### config.mk
export PLATFORM = sky130hd
export DESIGN_NAME = serial_deserializer
export DESIGN_NICKNAME = d
export VERILOG_FILES = /design/src/rtl/serial_deserializer.sv
export SDC_FILE = /design/constraint.sdc
export NUM_CORES = 1
export LEC_CHECK = 0
export BUFFER_PORTS_ARGS = -buffer_cell sky130_fd_sc_hd__buf_2
export CORE_MARGIN = 5
export CORE_UTILIZATION = 30
export CTS_BUF_LIST = sky130_fd_sc_hd__clkbuf_4 sky130_fd_sc_hd__clkbuf_8
export DETAILED_ROUTE_END_ITERATION = 12
export PLACE_DENSITY = 0.46
export SLEW_MARGIN = 25
export SYNTH_ARGS = -nofsm -noshare
export SYNTH_HDL_FRONTEND = slang
export SYNTH_SLANG_ARGS = --single-unit
### constraint.sdc
create_clock -name clk -period 2.2 [get_ports clk]
set_input_delay 0.33 -clock clk [delete_from_list [all_inputs] [get_ports clk]]
set_output_delay 0.33 -clock clk [all_outputs]
set_load 0.02 [all_outputs]
### src/rtl/serial_deserializer.sv
// Start/stop framed serial receiver: samples ser_in on bit_en strobes, assembles
// N data bits LSB-first, and presents good words with a one-cycle load strobe.
module serial_deserializer #(
    parameter int unsigned N = 8
) (
    input  logic         clk,
    input  logic         clear,
    input  logic         bit_en,
    input  logic         ser_in,
    output logic [N-1:0] data_out,
    output logic         load,
    output logic         frame_err,
    output logic         busy
);

    localparam int unsigned CW = $clog2(N + 1);

    typedef enum logic [1:0] {
        IDLE = 2'd0,
        DATA = 2'd1,
        STOP = 2'd2
    } state_t;

    state_t          r_state;
    logic [CW-1:0]   r_cnt;
    logic [N-1:0]    r_shift;
    logic [N-1:0]    r_data;
    logic            r_load;
    logic            r_ferr;

    state_t          w_state_nxt;
    logic [CW-1:0]   w_cnt_nxt;
    logic [N-1:0]    w_shift_nxt;
    logic [N-1:0]    w_data_nxt;
    logic            w_load_nxt;
    logic            w_ferr_nxt;
    logic [N-1:0]    w_shift_in;

    // New sample enters at the MSB so the first data bit ends up in bit 0.
    assign w_shift_in = (r_shift >> 1) | (N'(ser_in) << (N - 1));

    // State, counter and data registers; clear wins over everything.
    always_ff @(posedge clk or posedge clear) begin
        if (clear) begin
            r_state <= IDLE;
            r_cnt   <= '0;
            r_shift <= '0;
            r_data  <= '0;
            r_load  <= 1'b0;
            r_ferr  <= 1'b0;
        end else begin
            r_state <= w_state_nxt;
            r_cnt   <= w_cnt_nxt;
            r_shift <= w_shift_nxt;
            r_data  <= w_data_nxt;
            r_load  <= w_load_nxt;
            r_ferr  <= w_ferr_nxt;
        end
    end

    // Next-state and strobe logic; without bit_en everything holds.
    always_comb begin
        w_state_nxt = r_state;
        w_cnt_nxt   = r_cnt;
        w_shift_nxt = r_shift;
        w_data_nxt  = r_data;
        w_load_nxt  = 1'b0;
        w_ferr_nxt  = 1'b0;

        case (r_state)
            IDLE: begin
                if (bit_en && !ser_in) begin
                    w_state_nxt = DATA;
                    w_cnt_nxt   = '0;
                end
            end
            DATA: begin
                if (bit_en) begin
                    w_shift_nxt = w_shift_in;
                    w_cnt_nxt   = r_cnt + CW'(1);
                    if (r_cnt == CW'(N - 1)) begin
                        w_state_nxt = STOP;
                    end
                end
            end
            STOP: begin
                if (bit_en) begin
                    w_state_nxt = IDLE;
                    if (ser_in) begin
                        w_data_nxt = r_shift;
                        w_load_nxt = 1'b1;
                    end else begin
                        w_ferr_nxt = 1'b1;
                    end
                end
            end
            default: begin
                w_state_nxt = IDLE;
            end
        endcase
    end

    assign data_out  = r_data;
    assign load      = r_load;
    assign frame_err = r_ferr;
    assign busy      = (r_state != IDLE);

endmodule

==> results.json <==
{
  "cts_resized": 0,
  "layout-drive-gt1-share_pct": 42.7,
  "worstPathMaxFanout": 11,
  "grtUsageTotal_pct": 7.98,
  "status": "completed",
  "maxCapViolations": 0,
  "critical_path_arrival_ps": 1300,
  "tns_ps": 0,
  "period_share_pct": 74.2,
  "path_class": "reg -> out",
  "intPower_w": 0.00104,
  "hold_class": "in -> reg",
  "pin_count": 15,
  "cts_buffers": 3,
  "cts_setup_buffers": 0,
  "pwr-share-seq_pct": 48.4,
  "wl_per_cell_um": 12.0,
  "dr.pass1.iters": 4,
  "drc": 0,
  "fillers": 337,
  "seq_area_frac_synth_pct": 57.1,
  "clkTransAtPathRegs_ps": 130,
  "postCtsHoldBufs": 1,
  "io_buffer_count": 14,
  "post-dp-hpwl_um": 1160,
  "die_x_um": 69.2,
  "end_kind": "primary output",
  "clkPwrFrac_pct": 21.6,
  "required_ps": 1870,
  "grt_start_max_net_pins": 22,
  "synthTopCellsByArea": "dfrtp_1 (57%), mux2_4 (10%), mux2_2 (9.6%)",
  "tightest_slew_ps": 519,
  "rsz0062_at_grt": "false",
  "setup_viol": 0,
  "finalHoldViolCount": 0,
  "synth_seq_cells": 24,
  "grt_pass1_vias": 621,
  "antenna_found_initial": 0,
  "wl_um": 1620,
  "syn_avg_cell_area_um2": 14.4,
  "synth_cell_types": 26,
  "initial_utilization_pct": 31.3,
  "p_leak_nw": 0.627,
  "comb_power_share_pct": 30.0,
  "insertion_delay_ps": 320,
  "placementRows": 21,
  "ir_worst_vdd_v": 0.000363,
  "die_area_um2": 4790,
  "gp_routability_congestion": 0.708,
  "slew-limit-headroom_pct": 65.4,
  "drv_slew": 0,
  "clock-sinks": 24,
  "final.min_clock_period_ps": 1630,
  "drtIter0Drc": 24,
  "multi_input_area_um2": 404,
  "clock_path_buffers": 2,
  "core_area_um2": 3360,
  "n_antenna_cell": 0,
  "fin_util_pct": 36.2,
  "synth_nets": 78,
  "h-tree-depth": 1,
  "seq_area_um2": 601,
  "yosysWarningCount": 0,
  "post-synth-top-area-cell": "dfrtp_1",
  "timing.final.ws_setup_ps": 567,
  "vias_per_cell": 4.49,
  "fin_nets": 95,
  "die-height_um": 69.2,
  "cts-root-buf": "clkbuf_4",
  "clock.fmax_mhz": 612,
  "postSynthCellCount": 73,
  "area_growth_pct": 15.7,
  "grt_pass1_wl_um": 3020,
  "worstSetupStartpointType": "register",
  "cellPowerDensity_nw_per_um2": 1210,
  "p_sw_share_pct": 29.6,
  "dp_slack_ps": 691,
  "ant_nets": 0,
  "netlist.area_leader.share_pct": 57.1,
  "vias": 606,
  "finClkSkew_ps": 5.13,
  "switchingPower_w": 0.000437,
  "syn_area_um2": 1050,
  "gr-total-overflow": 0,
  "tritoncts": "yes"
}
==> sequential cells by signal, summed over array words and instances (netlist names) <==
register,cells
data_out,8
frame_err,1
r_state,2
r_cnt,4
r_shift,8
load,1
==> power groups by stage <==
stage | Clock (W) | Sequential [W] | Combinational (W)
3_5_place_dp | 0 | 0.000729 | 0.000449
4_1_cts | 0.000332 | 0.000721 | 0.000450
3_3_place_gp | 0 | 0.000728 | 0.000443
6_report | 0.000319 | 0.000716 | 0.000444
5_1_grt | 0.000355 | 0.000742 | 0.000487
2_1_floorplan | 0 | 0.000714 | 0.000372
==> cells in the mapped netlist (all sizes together) <==
library cell,number
dfrtp,24
mux2,16
inv,4
buf,3
nor3b,3
a21oi,2
nand4b,2
nor2b,2
o21ai,2
or2b,2
a31oi,1
and3,1
and3b,1
and4bb,1
clkbuf,1
ha,1
mux2i,1
nand2b,1
nand3b,1
nor2,1
o22ai,1
o2bb2ai,1
or2,1
==> kinds of logic (layout without fill, tap and decap cells) <==
kind of cell	Yosys count	count (layout)	synth area share, %
compound gates	7	7	3.92
fa+ha+maj	1	1	1.19
buf+inv	8	24	4.52
flops	24	24	57.1
mux	17	17	20.6
simple gates	16	16	12.7
==> metrics by stage <==
stage / cells / area, um2 / total power, W / hold WS (ps)
3_5_place_dp: 130 / 1150 / 0.00118 / 213
2_1_floorplan: 73 / 1050 / 0.00109 / 345
5_1_grt: 135 / 1220 / 0.00158 / 249
6_report: 135 / 1220 / 0.00148 / 263
3_3_place_gp: 130 / 1150 / 0.00117 / 204
4_1_cts: 135 / 1220 / 0.00150 / 254
==> worst paths after layout <==
| check | endpoint | cells past startpoint | slack (ps) | from |
|---|---|---|---|---|
| worst max-delay path | busy | 2 | 570 | r_state[0] |
| worst min-delay path | frame_err | 2 | 260 | ser_in |
| worst max register to register | r_shift[5] | 2 | 670 | r_state[1] |
| worst min register to register | r_cnt[3] | 1 | 490 | r_cnt[3] |
| max in group asynchronous | frame_err | 4 | 1300 | clear |
| min in group asynchronous | data_out[6] | 3 | 410 | clear |
==> critical path, stage by stage (launching register included) <==
cell	delay, ps
dfrtp_1	500
or2_2	330
buf_2	160
==> cells in the final DEF, fill, tap and decap left out <==
cell	netlist	final
a21oi_1	2	2
a31oi_1	1	1
and3_1	1	1
and3b_1	1	1
and4bb_2	1	1
buf_2	1	14
buf_4	0	1
bufinv_16	0	1
clkbuf_4	0	3
dfrtp_1	24	24
dlygate4sd3_1	0	1
ha_1	1	1
inv_1	4	4
mux2_2	9	9
mux2_4	7	7
mux2i_1	1	1
nand2b_1	1	1
nand3b_1	1	1
nand4b_1	1	1
nand4b_4	1	1
nor2_1	1	1
nor2b_1	2	2
nor3b_1	3	3
o21ai_0	2	2
o22ai_1	1	1
o2bb2ai_1	1	1
or2_2	1	1
or2b_1	2	2
==> metal layers <==
metal	vias up	GRT usage, %	routed length, um
li1	289	-	-
met1	302	9.27	745
met2	11	12.1	758
met3	4	1.88	64
met4	0	7.16	55
met5	-	0	0
==> final cells by class <==
class,instances,area share [%]
sequential,24,49.3
multi-input combinational,41,33.2
timing repair buffer,16,7.19
tap,46,4.73
clock inverter,1,2.47
clock buffer,3,1.85
inverter,4,1.23
(Power assumes the default switching activity.)
